`src/rtl/inst_trace_buffer.sv`:
```
// Trace capture FIFO for committed pc/inst pairs, drained through a valid/ready port.
// Build option: INST_TRACE_HALT_DETECT_EN enables self-loop halt detection that freezes capture.

`ifndef ADDR_LEN
`define ADDR_LEN 32
`endif
`ifndef INSTR_LEN
`define INSTR_LEN 32
`endif

module inst_trace_buffer #(
    parameter int DEPTH  = 16,
    parameter int ADDR_W = `ADDR_LEN,
    parameter int INST_W = `INSTR_LEN,
    localparam int CNT_W = $clog2(DEPTH) + 1
) (
    input  logic              clk,
    input  logic              rst,
    input  logic              cap_en,
    input  logic [ADDR_W-1:0] pc,
    input  logic [INST_W-1:0] inst,
    output logic              out_valid,
    input  logic              out_ready,
    output logic [ADDR_W-1:0] out_pc,
    output logic [INST_W-1:0] out_inst,
    output logic [CNT_W-1:0]  occupancy,
    output logic [31:0]       retired_cnt,
    output logic              overflow,
    output logic              halted
);
    localparam int PTR_W = $clog2(DEPTH);
    localparam int ENT_W = ADDR_W + INST_W;

    logic [ENT_W-1:0] mem_q [DEPTH];
    logic [ENT_W-1:0] head;
    logic [PTR_W-1:0] wp_q, wp_d, rp_q, rp_d;
    logic [CNT_W-1:0] occ_q, occ_d;
    logic [31:0]      retired_q, retired_d;
    logic             overflow_q, overflow_d;
    logic             full, empty, cap, pop, push, drop;

    assign full  = (occ_q == CNT_W'(DEPTH));
    assign empty = (occ_q == '0);
    assign cap   = cap_en & ~halted;
    assign pop   = out_valid & out_ready;
    assign push  = cap & (~full | pop);
    assign drop  = cap & full & ~pop;

    always_comb begin
        wp_d       = wp_q;
        rp_d       = rp_q;
        occ_d      = occ_q;
        retired_d  = retired_q;
        overflow_d = overflow_q;
        if (push) wp_d = wp_q + PTR_W'(1);
        if (pop)  rp_d = rp_q + PTR_W'(1);
        occ_d = occ_q + {{(CNT_W-1){1'b0}}, push} - {{(CNT_W-1){1'b0}}, pop};
        if (cap)  retired_d = retired_q + 32'd1;
        if (drop) overflow_d = 1'b1;
    end

    always_ff @(posedge clk) begin
        if (rst) begin
            wp_q       <= '0;
            rp_q       <= '0;
            occ_q      <= '0;
            retired_q  <= '0;
            overflow_q <= 1'b0;
        end else begin
            wp_q       <= wp_d;
            rp_q       <= rp_d;
            occ_q      <= occ_d;
            retired_q  <= retired_d;
            overflow_q <= overflow_d;
        end
    end

    // Storage carries no reset; the empty flag masks stale contents.
    always_ff @(posedge clk) begin
        if (!rst && push) mem_q[wp_q] <= {pc, inst};
    end

`ifdef INST_TRACE_HALT_DETECT_EN
    logic [ADDR_W-1:0] last_pc_q, last_pc_d;
    logic              last_vld_q, last_vld_d;
    logic              halted_q, halted_d;

    always_comb begin
        last_pc_d  = last_pc_q;
        last_vld_d = last_vld_q;
        halted_d   = halted_q;
        if (cap) begin
            last_pc_d  = pc;
            last_vld_d = 1'b1;
            if (last_vld_q && (pc == last_pc_q)) halted_d = 1'b1;
        end
    end

    always_ff @(posedge clk) begin
        if (rst) begin
            last_pc_q  <= '0;
            last_vld_q <= 1'b0;
            halted_q   <= 1'b0;
        end else begin
            last_pc_q  <= last_pc_d;
            last_vld_q <= last_vld_d;
            halted_q   <= halted_d;
        end
    end

    assign halted = halted_q;
`else
    assign halted = 1'b0;
`endif

    assign head        = mem_q[rp_q];
    assign out_valid   = ~empty;
    assign out_pc      = empty ? '0 : head[ENT_W-1:INST_W];
    assign out_inst    = empty ? '0 : head[INST_W-1:0];
    assign occupancy   = occ_q;
    assign retired_cnt = retired_q;
    assign overflow    = overflow_q;

endmodule

```
`config.mk`:
```
export PLATFORM = sky130hd
export DESIGN_NAME = inst_trace_buffer
export DESIGN_NICKNAME = d
export VERILOG_FILES = /design/src/rtl/inst_trace_buffer.sv
export SDC_FILE = /design/constraint.sdc
export NUM_CORES = 1
export LEC_CHECK = 0
export BUFFER_PORTS_ARGS = -buffer_cell sky130_fd_sc_hd__buf_2
export CAP_MARGIN = 20
export CORE_ASPECT_RATIO = 0.75
export CORE_MARGIN = 4
export CORE_UTILIZATION = 35
export CTS_BUF_LIST = sky130_fd_sc_hd__clkbuf_8
export CTS_CLUSTER_SIZE = 10
export DETAILED_ROUTE_END_ITERATION = 7
export MAX_ROUTING_LAYER = met4
export PLACE_DENSITY = 0.61
export SYNTH_ARGS = -nofsm -noshare
export SYNTH_HDL_FRONTEND = slang
export SYNTH_SLANG_ARGS = --single-unit
export TNS_END_PERCENT = 10
```
`constraint.sdc`:
```
create_clock -name clk -period 8.2 [get_ports clk]
set_input_delay 1.64 -clock clk [delete_from_list [all_inputs] [get_ports clk]]
set_output_delay 1.64 -clock clk [all_outputs]
set_load 0.05 [all_outputs]
```
* After elaboration in Yosys (flattened, before gate mapping)
Memory sizes are Yosys's and may differ from the RTL's. A register that Yosys moved wholly into a read port is not among the register bits.
Index checks and enable logic that the tools add are counted.
** Operators by class
- Add/subtract/negate cells :: 5
- Equality and inequality tests :: 1
- Muxes and demuxes :: 6
- Bitwise gates (word level) :: 8
- Reduce and logical (&&, ||, !) cells :: 3
** Operators by type and width (number)
- $mux 32 :: 2
- $add 32x1->32 const B :: 1
- $add 4x1->4 const B :: 2
- $mux 4 :: 2
- $add 5x1->5 :: 1
- $eq 5x5->1 const B :: 1
- $logic_not 5->1 :: 1
- $sub 5x1->5 :: 1
- $and 1x1->1 :: 4
- $not 1->1 :: 3
- $mux 1 :: 2
- $logic_and 1x1->1 :: 1
- $logic_not 1->1 :: 1
- $or 1x1->1 :: 1
** Storage, ports and cells
- Flip-flop bits (word level) :: 46
- Memory bits (writable) :: 1024
- Input bits :: 68
- Output and inout port bits :: 104
- Logic and storage cells :: 29
- Memories kept :: 1
** Memory list
- mem_q :: words 16, width 64, rd ports 1, clocked after memory_dff 1, write ports 1, line 34 : logic [ENT_W-1:0] mem_q [DEPTH];

* Depth between registers and ports, before layout
Gate-level depths: netlist of the first run.
- Depth in word-level cells :: 8
- Gate-level depth with buffers :: 15
- Gate-level depth less buffers :: 14

* Least setup slack after synthesis of the first run
Ideal clock, no wire load.
- Kind :: input to register
- Start point :: input port cap_en
- End point :: memory mem_q[12][0] (netlist bit) (enable)
- Setup time :: 0.486 ns
- Data arrival time :: 4.871 ns
- Data required time :: 7.714 ns
- Path slack :: 2.842 ns
- Cell stages on the path :: 4
- Buffers on the path :: 1
- Path through :: buf_2 -> o21a_1 -> nand2_1 -> nor2_1
** Between the ends
- Word-level cells in the longest chain between the ends :: 4
** RTL lines
- start: declaration :: line 19 : input logic cap_en,
- $and 1x1->1 :: line 46 : assign push = cap & (~full | pop);
- $logic_and 1x1->1 :: line 80 : if (!rst && push) mem_q[wp_q] <= {pc, inst};
- $mux 1 :: line 80
- $mux 1 (implied by the code) :: line 80
- end: declaration :: line 34
Every way passes these cells.

==> results of run 1 <==
## metal layers
metal	up-vias	global-route usage, %
li1	8400	-
met1	10425	20.6
met2	578	25.3
met3	166	3.44
met4	0	5.15
met5	-	-
## tightest hold or removal path, stage by stage, from the launching register on
cell and delay, ns:
dfxtp_1 0.32, o31ai_1 0.07, a21oi_1 0.06
## sequential cells by signal, indices dropped and copies added, names as in the netlist, named ones only
name,count
overflow,1
wp_q,4
occupancy,5
rp_q,4
mem_q,1024
retired_cnt,32
## path summary, 6_finish.rpt
check	start	depth (start not counted)	slack [ns]	to
worst min-delay path	retired_cnt[31]	2	0.50	retired_cnt[31]
worst max-delay path	flop	5	2.65	out_pc[12]
worst max register to register	occupancy[3]	7	4.64	mem_q[3][32]
worst min register to register	retired_cnt[31]	2	0.50	retired_cnt[31]
## cells by family (layout without fill, tap and decap cells)
logic type / after synthesis / in the layout / synth area share, %
DFF: 1074 / 1074 / 77.2
muxes: 386 / 386 / 17.2
and+or+nand+nor: 135 / 135 / 1.84
AOI/OAI and AO/OA: 108 / 108 / 1.59
buffers and inverters: 108 / 512 / 1.34
xor gates and xnor gates: 21 / 21 / 0.447
adders and majority gates: 13 / 13 / 0.414
other: 1 / 15 / 0.00912
## cell type report
type | instances | area (sq um)
Antenna cell | 14 | 35.0
Clock buffer | 172 | 2370
Clock inverter | 118 | 611
Fill cell | 10249 | 69300
Inverter | 13 | 48.8
Multi-Input combinational cell | 664 | 8970
Sequential cell | 1074 | 31800
Tap cell | 1540 | 1930
Timing Repair Buffer | 209 | 1210
## power by group through the flow
stage | Clock, mW | Combinational [mW] | Sequential, mW
after detailed placement | 0 | 3.36 | 6.31
final | 4.08 | 3.28 | 6.19
after floorplan | 0 | 2.54 | 6.28
after global routing | 4.47 | 3.50 | 6.20
after CTS | 4.21 | 3.36 | 6.19
after global placement | 0 | 3.32 | 6.30
## synthesized netlist by cell type (all sizes together) (3+ instances only)
| master | number |
|---|---|
| xnor2 | 6 |
| o22ai | 64 |
| or3 | 10 |
| nor2b | 4 |
| nand2 | 19 |
| mux4 | 256 |
| dfxtp | 50 |
| ha | 12 |
| nor2 | 43 |
| or4 | 8 |
| nor3 | 3 |
| and4 | 8 |
| nand3 | 11 |
| a21oi | 22 |
| o31ai | 8 |
| edfxtp | 1024 |
| inv | 13 |
| and3 | 5 |
| buf | 81 |
| nand4 | 15 |
| xor2 | 15 |
| clkbuf | 14 |
| mux2i | 129 |
| o21ai | 9 |
==> metrics.csv, run 1 <==
stage,metric,value,unit
pwr,Lkg Pwr,14.5,nW
pwr,Internal,9.35,mW
cells_and_area,"commonest non-fill, non-tap cell in the layout",edfxtp_1,
global_routing,"Remaining Overflow, GRT",0,
sta,Final Critical Period,5.55,ns
pwr,Flop pwr share,45.7,%
sta,fin worst setup slack,2.65,ns
logic_synthesis,register bit count reported by yosys,1074,
setup_path,crit start category,flop,
global_routing,initial antenna violation count,21,
floorplan,Chip Height,305,microns
setup_path,crit-path max cell delay,0.78,ns
pwr,NetSw,4.20,mW
floorplan,Die W,404,microns
sta,RSZ-0062 raised after global routing,no,
pwr,Comb power frac,24.2,%
clocking,CTS Hold Bufs,0,
floorplan,Top-Level Pins,172,
clocking,CTS root buf,clkbuf_8,
route,top sig layer,met4,
logic_synthesis,sequential-to-total area share from yosys stat,77.2,%
clocking,later-pin clock latency in the skew report,0.83,ns
global_routing,pin count of the biggest net entering global routing,125,
placed_design,Final HPWL DP,49000,microns
route,# DRC,0,
clocking,clk sinks,1074,
pwr,Worst VDD drop,0.218,mV
pwr,Total Power,13.5,mW
global_routing,All-Layer GR Usage,15.9,%
floorplan,Initial Utilization,35.4,%
placed_design,Post-DP Area,0.0439,sq mm
logic_synthesis,Synthesis Warnings,0,
sta,"Hold Vio Cnt, Final",0,
setup_path,critical path type,flop to output pin,
setup_path,critical path's top delay family,buffers and inverters,
setup_path,Worst Path Buf+Inv,2,
logic_synthesis,leading area contributor after synthesis,edfxtp_1,
sta,worst rel slew slack,27.2,%
route,DRT Wirelength,95800,microns
sta,Tightest Pin Transition,1.09,ns
logic_synthesis,post-synth top area share,74.8,%
placed_design,IO Port Bufs,170,
logic_synthesis,synth unique cells,47,
route,met3 routed WL,5690,microns
setup_path,"Slowest-stage cell, CP",dfxtp_4,
setup_path,worst-path maximum fanout,124,
pwr,Net Sw Frac,31.0,%
sta,sum of negative setup slack,0,ns
global_routing,number of global-route vias before repair,20916,
cells_and_area,Finished Layout Cells,3804,
setup_path,CP cell instances,buf_12 -> mux4_2 -> mux2i_1 -> o22ai_1 -> buf_2,
floorplan,row cnt,108,
pwr,clock share of power,30.1,%
placed_design,GP Congestion,0.735,
cells_and_area,utilization after layout,40.4,%
flow_run,# Max-Cap Violations,0,
sta,achievable frequency,180,MHz
pwr,Power Density,289,mW/mm^2
clocking,postcts setup bufs,0,
logic_synthesis,asr flop ratio synth,0,%
logic_synthesis,syn_area_per_cell,22.3,sq um
sta,WHS,0.502,ns
sta,"Setup violations, final",0,
placed_design,pre-CTS WS,3.37,ns
sta,fin. max-slew vios,0,
global_routing,first-pass GRT wire length,141000,microns
logic_synthesis,Post-Syn Area,0.0411,sq mm
clocking,CTS buffer count,166,
logic_synthesis,Post-Syn Nets,1927,
floorplan,die area,0.123,sq mm
placed_design,Inst Count DP,3500,
worst_hold_path,Hold Path Class,flop to flop,
clocking,H-tree depth,4,
clocking,Post-CTS Resized,0,
cells_and_area,"final std cell area, no fill",0.0469,sq mm
cells_and_area,Layout area overhead,14.1,%
setup_path,CP endpoint kind,output pin,
route,Routed met2 length,47800,microns
clocking,"Reg clk slew, reported paths",0.06,ns
sta,clk_skew,0.0207,ns
logic_synthesis,top area cells in the synthesized netlist,"edfxtp_1, mux4_2, mux2i_1",
floorplan,core area,0.116,sq mm
sta,Final period util,67.7,%
run_status,outcome,"complete, no violations",
logic_synthesis,number of enable flip-flop cells after synthesis,1024,
route,antenna-violating nets left,0,
route,Vias,19569,
cells_and_area,nets,2209,
route,drt wl/cell,25.2,microns
cells_and_area,most frequent cells in the layout,"edfxtp_1, mux4_2, clkbuf_8, buf_2, mux2i_1",
cells_and_area,layout cells sized above 1,30.9,%
setup_path,Worst EP arrival,3.91,ns
route,Initial DRT Pass Iterations,5,
logic_synthesis,Main synth FF type,edfxtp_1,
logic_synthesis,cells after synthesis,1846,
setup_path,CP Data Required Time,6.56,ns
route,M1 WL,40300,microns
clocking,clk buf depth,3,
clocking,CTS tree,built,
route,drt via density,5.14,
route,initial DRC count,1619,
(Power assumes the default switching activity.)
==> inputs of run 2 (changes only) <==
--- a/config.mk
+++ b/config.mk
@@ -5,6 +5,7 @@
 export SDC_FILE = /design/constraint.sdc
 export NUM_CORES = 1
 export LEC_CHECK = 0
+export ABC_AREA = 1
 export BUFFER_PORTS_ARGS = -buffer_cell sky130_fd_sc_hd__buf_2
 export CAP_MARGIN = 20
 export CORE_ASPECT_RATIO = 0.75
@@ -14,7 +15,7 @@
 export CTS_CLUSTER_SIZE = 10
 export DETAILED_ROUTE_END_ITERATION = 7
 export MAX_ROUTING_LAYER = met4
-export PLACE_DENSITY = 0.61
+export PLACE_DENSITY = 0.63
 export SYNTH_ARGS = -nofsm -noshare
 export SYNTH_HDL_FRONTEND = slang
 export SYNTH_SLANG_ARGS = --single-unit
==> constraint.sdc (replaced) <==
create_clock -name clk -period 4.5 [get_ports clk]
set_input_delay 0.9 -clock clk [delete_from_list [all_inputs] [get_ports clk]]
set_output_delay 0.9 -clock clk [all_outputs]
set_load 0.05 [all_outputs]
==> run 2 against run 1 <==
  * Sequential cell count did not move
  * Worst setup slack worse by 2.5 ns
  * Total power increased by 88%
  * Clock power rose by 78%
  * Highest routed layer unchanged
==> metrics.csv, run 2 <==
stage,metric,value,unit,change
run_status,outcome,"complete, no violations",,
route,# DRC,0,,unchanged
global_routing,initial antenna violation count,18,,-14%
setup_path,CP Data Required Time,3.60,ns,-2.96 ns
logic_synthesis,Commonest cells post-synth,"edfxtp_1, nor2_1, o21ai_0",,
clocking,H-tree depth,4,,unchanged
setup_path,CP endpoint kind,output pin,,
floorplan,Die W,414,microns,+2.5%
setup_path,reg2reg setup slack,1.55,ns,-3.09 ns
cells_and_area,utilization after layout,39.8,%,-0.54 points
sta,Final Critical Period,4.32,ns,
sta,sum of negative setup slack,0,ns,unchanged
cells_and_area,layout filler cell count,11630,,+13%
worst_hold_path,Hold Path Class,input port to flop,,
logic_synthesis,synth unique cells,37,,-21%
logic_synthesis,Post-Syn Area,0.0433,sq mm,+5.1%
logic_synthesis,number of enable flip-flop cells after synthesis,1024,,unchanged
floorplan,Top-Level Pins,172,,unchanged
sta,fin. max-slew vios,0,,unchanged
cells_and_area,layout cells sized above 1,12.8,%,-18 points
setup_path,R2R depth,15,,+8
setup_path,r2r endpoint,occupancy[4],,
clocking,clk sinks,1074,,unchanged
clocking,CTS root buf,clkbuf_8,,
setup_path,worst-path maximum fanout,108,,-13%
placed_design,GP Congestion,0.794,,+8.1%
floorplan,Initial Utilization,35.3,%,-0.090 points
cells_and_area,Biggest register,mem_q,,
pwr,Flop pwr share,44.1,%,-1.6 points
cells_and_area,most frequent cells in the layout,"edfxtp_1, nor2_1, o21ai_0, nand3_1, nand2_1",,
worst_hold_path,min-delay src,cap_en,,
cells_and_area,"commonest non-fill, non-tap cell in the layout",edfxtp_1,,
global_routing,number of global-route vias before repair,26325,,+26%
cells_and_area,max reg flops,1024,,unchanged
logic_synthesis,leading area contributor after synthesis,edfxtp_1,,
pwr,clock share of power,28.5,%,-1.6 points
sta,Final period util,96.1,%,
clocking,clk buf depth,3,,unchanged
route,antenna-violating nets left,0,,unchanged
global_routing,"Remaining Overflow, GRT",0,,unchanged
cells_and_area,Finished Layout Cells,5451,,+43%
sta,worst rel slew slack,35.1,%,+7.9 points
sta,clk_skew,0.0502,ns,+0.0295 ns
pwr,Lkg Pwr,16.3,nW,+12%
sta,RSZ-0062 raised after global routing,no,,
logic_synthesis,register bit count reported by yosys,1074,,unchanged
logic_synthesis,syn_area_per_cell,12.2,sq um,-45%
sta,Tightest Pin Transition,0.974,ns,-0.118 ns
pwr,Net Sw Frac,36.0,%,+5.0 points
logic_synthesis,post-synth top area share,71.1,%,-3.7 points
logic_synthesis,sequential-to-total area share from yosys stat,73.4,%,-3.8 points
route,DRT Wirelength,113000,microns,+18%
route,drt wl/cell,20.7,microns,-18%
pwr,NetSw,9.15,mW,+120%
pwr,Comb power frac,27.4,%,+3.2 points
route,initial DRC count,3009,,+86%
cells_and_area,nets,3789,,+72%
setup_path,crit start category,flop,,
floorplan,core area,0.122,sq mm,+5.4%
logic_synthesis,cells after synthesis,3533,,+91%
route,Initial DRT Pass Iterations,5,,unchanged
floorplan,row cnt,111,,+2.8%
logic_synthesis,asr flop ratio synth,0,%,unchanged
cells_and_area,Multi-input gate area,0.0102,sq mm,+14%
clocking,postcts setup bufs,0,,unchanged
floorplan,Chip Height,312,microns,+2.5%
clocking,"Reg clk slew, reported paths",0.07,ns,about the same
pwr,Worst VDD drop,0.472,mV,+120%
logic_synthesis,Post-Syn Nets,3614,,+88%
pwr,Power Density,522,mW/mm^2,+81%
global_routing,first-pass GRT wire length,169000,microns,+20%
clocking,CTS tree,built,,
sta,WHS,0.341,ns,-0.162 ns
clocking,later-pin clock latency in the skew report,0.86,ns,+0.03 ns
placed_design,Final HPWL DP,55700,microns,+14%
route,drt via density,5.11,,-0.58%
clocking,CTS buffer count,159,,-4.2%
flow_run,# Max-Cap Violations,0,,unchanged
sta,"Hold Vio Cnt, Final",0,,unchanged
global_routing,pin count of the biggest net entering global routing,129,,+3.2%
logic_synthesis,top-count cell post-synth,edfxtp_1,,
cells_and_area,Layout area overhead,12.8,%,
logic_synthesis,top area cells in the synthesized netlist,"edfxtp_1, nor2_1, o21ai_0",,
placed_design,IO Port Bufs,170,,unchanged
logic_synthesis,Synthesis Warnings,0,,unchanged
setup_path,Setup crit end,out_inst[5],,
pwr,Internal,16.3,mW,+74%
setup_path,Reg-to-Reg Start,occupancy[3],,
setup_path,critical path type,flop to output pin,,
setup_path,Worst EP arrival,3.42,ns,-0.49 ns
route,Vias,27879,,+42%
logic_synthesis,Main synth FF type,edfxtp_1,,
placed_design,Inst Count DP,5185,,+48%
sta,"Setup violations, final",0,,unchanged
cells_and_area,register area,0.0318,sq mm,about the same
pwr,Total Power,25.5,mW,+88%
floorplan,die area,0.129,sq mm,+5.0%
global_routing,All-Layer GR Usage,17.6,%,+1.7 points
sta,achievable frequency,231,MHz,
-- run 2: cell count changes in the layout (fill, tap and decap cells not counted), moves of 24 or more --
cell      before  now
nand3_1       11  302
inv_1         69   93
o21ai_0        9  488
o22ai_1       64    0
o211ai_1       2   87
mux2i_1      129    0
mux4_2       256    0
a21oi_1       22   93
nand2_1       16  242
buf_12         5   33
nor2_1        27  871
-- run 2: through the flow --
stage	setup WS, ns	area (sq um)
4_1_cts	0.0787	48800
3_5_place_dp	1.06	46000
3_3_place_gp	1.07	46000
2_1_floorplan	-0.210	43300
5_1_grt	0.00915	48800
6_report	0.177	48800
-- run 2: what timing repair did --
item,CTS,global route
endpoints found under the setup margin,0,4
resized for setup,0,2
hold buffers,0,0
-- run 2: kinds of logic after synthesis --
logic type | synth area share [%]
XOR/XNOR | 0.162
flip-flops | 73.4
AO/OA/AOI/OAI | 8.94
adder cells (fa/ha/maj) | 0.393
other | 0.00867
AND/OR/NAND/NOR | 13.8
buffers and inverters | 3.32
-- run 2: power by group through the flow --
| stage | Sequential (mW) | Combinational, mW | Clock (mW) |
|---|---|---|---|
| 5_1_grt | 11.2 | 7.62 | 7.90 |
| 2_1_floorplan | 11.4 | 5.02 | 0 |
| 6_report | 11.2 | 6.98 | 7.25 |
| 3_3_place_gp | 11.4 | 7.00 | 0 |
| 3_5_place_dp | 11.4 | 7.04 | 0 |
| 4_1_cts | 11.2 | 7.07 | 7.44 |
-- run 2: how the worst min path moves through the flow --
stage,endpoint,slack [ns],depth (start not counted)
2_1_floorplan,flop,0.45,2
3_3_place_gp,overflow,0.45,1
4_1_cts,retired_cnt[0],0.23,2
3_5_place_dp,overflow,0.46,1
5_1_grt,retired_cnt[0],0.32,2
6_report,retired_cnt[0],0.34,2
-- run 2: worst max-delay path, cell delays in order (launching register included) --
cell and delay [ns]:
dfxtp_4 0.53, inv_16 0.38, buf_12 0.37, o21ai_0 0.23, nand3_1 0.12, nand3_1 0.08
a21oi_1 0.33, buf_2 0.34
-- run 2: layout make-up --
cell class | instances | share of cell area (%)
Sequential cell | 1074 | 65.1
Clock inverter | 93 | 0.982
Tap cell | 1638 | 4.20
Antenna cell | 6 | 0.0308
Multi-Input combinational cell | 2182 | 20.9
Clock buffer | 167 | 4.71
Inverter | 55 | 0.503
Timing Repair Buffer | 236 | 3.61
-- run 2: layer usage --
metal	up-vias	wire (microns)	global-route usage, %
met2	971	52100	26.5
met3	194	7760	2.83
met1	13727	50900	24.8
met5	-	0	-
met4	0	2290	5.23
li1	12987	-	-
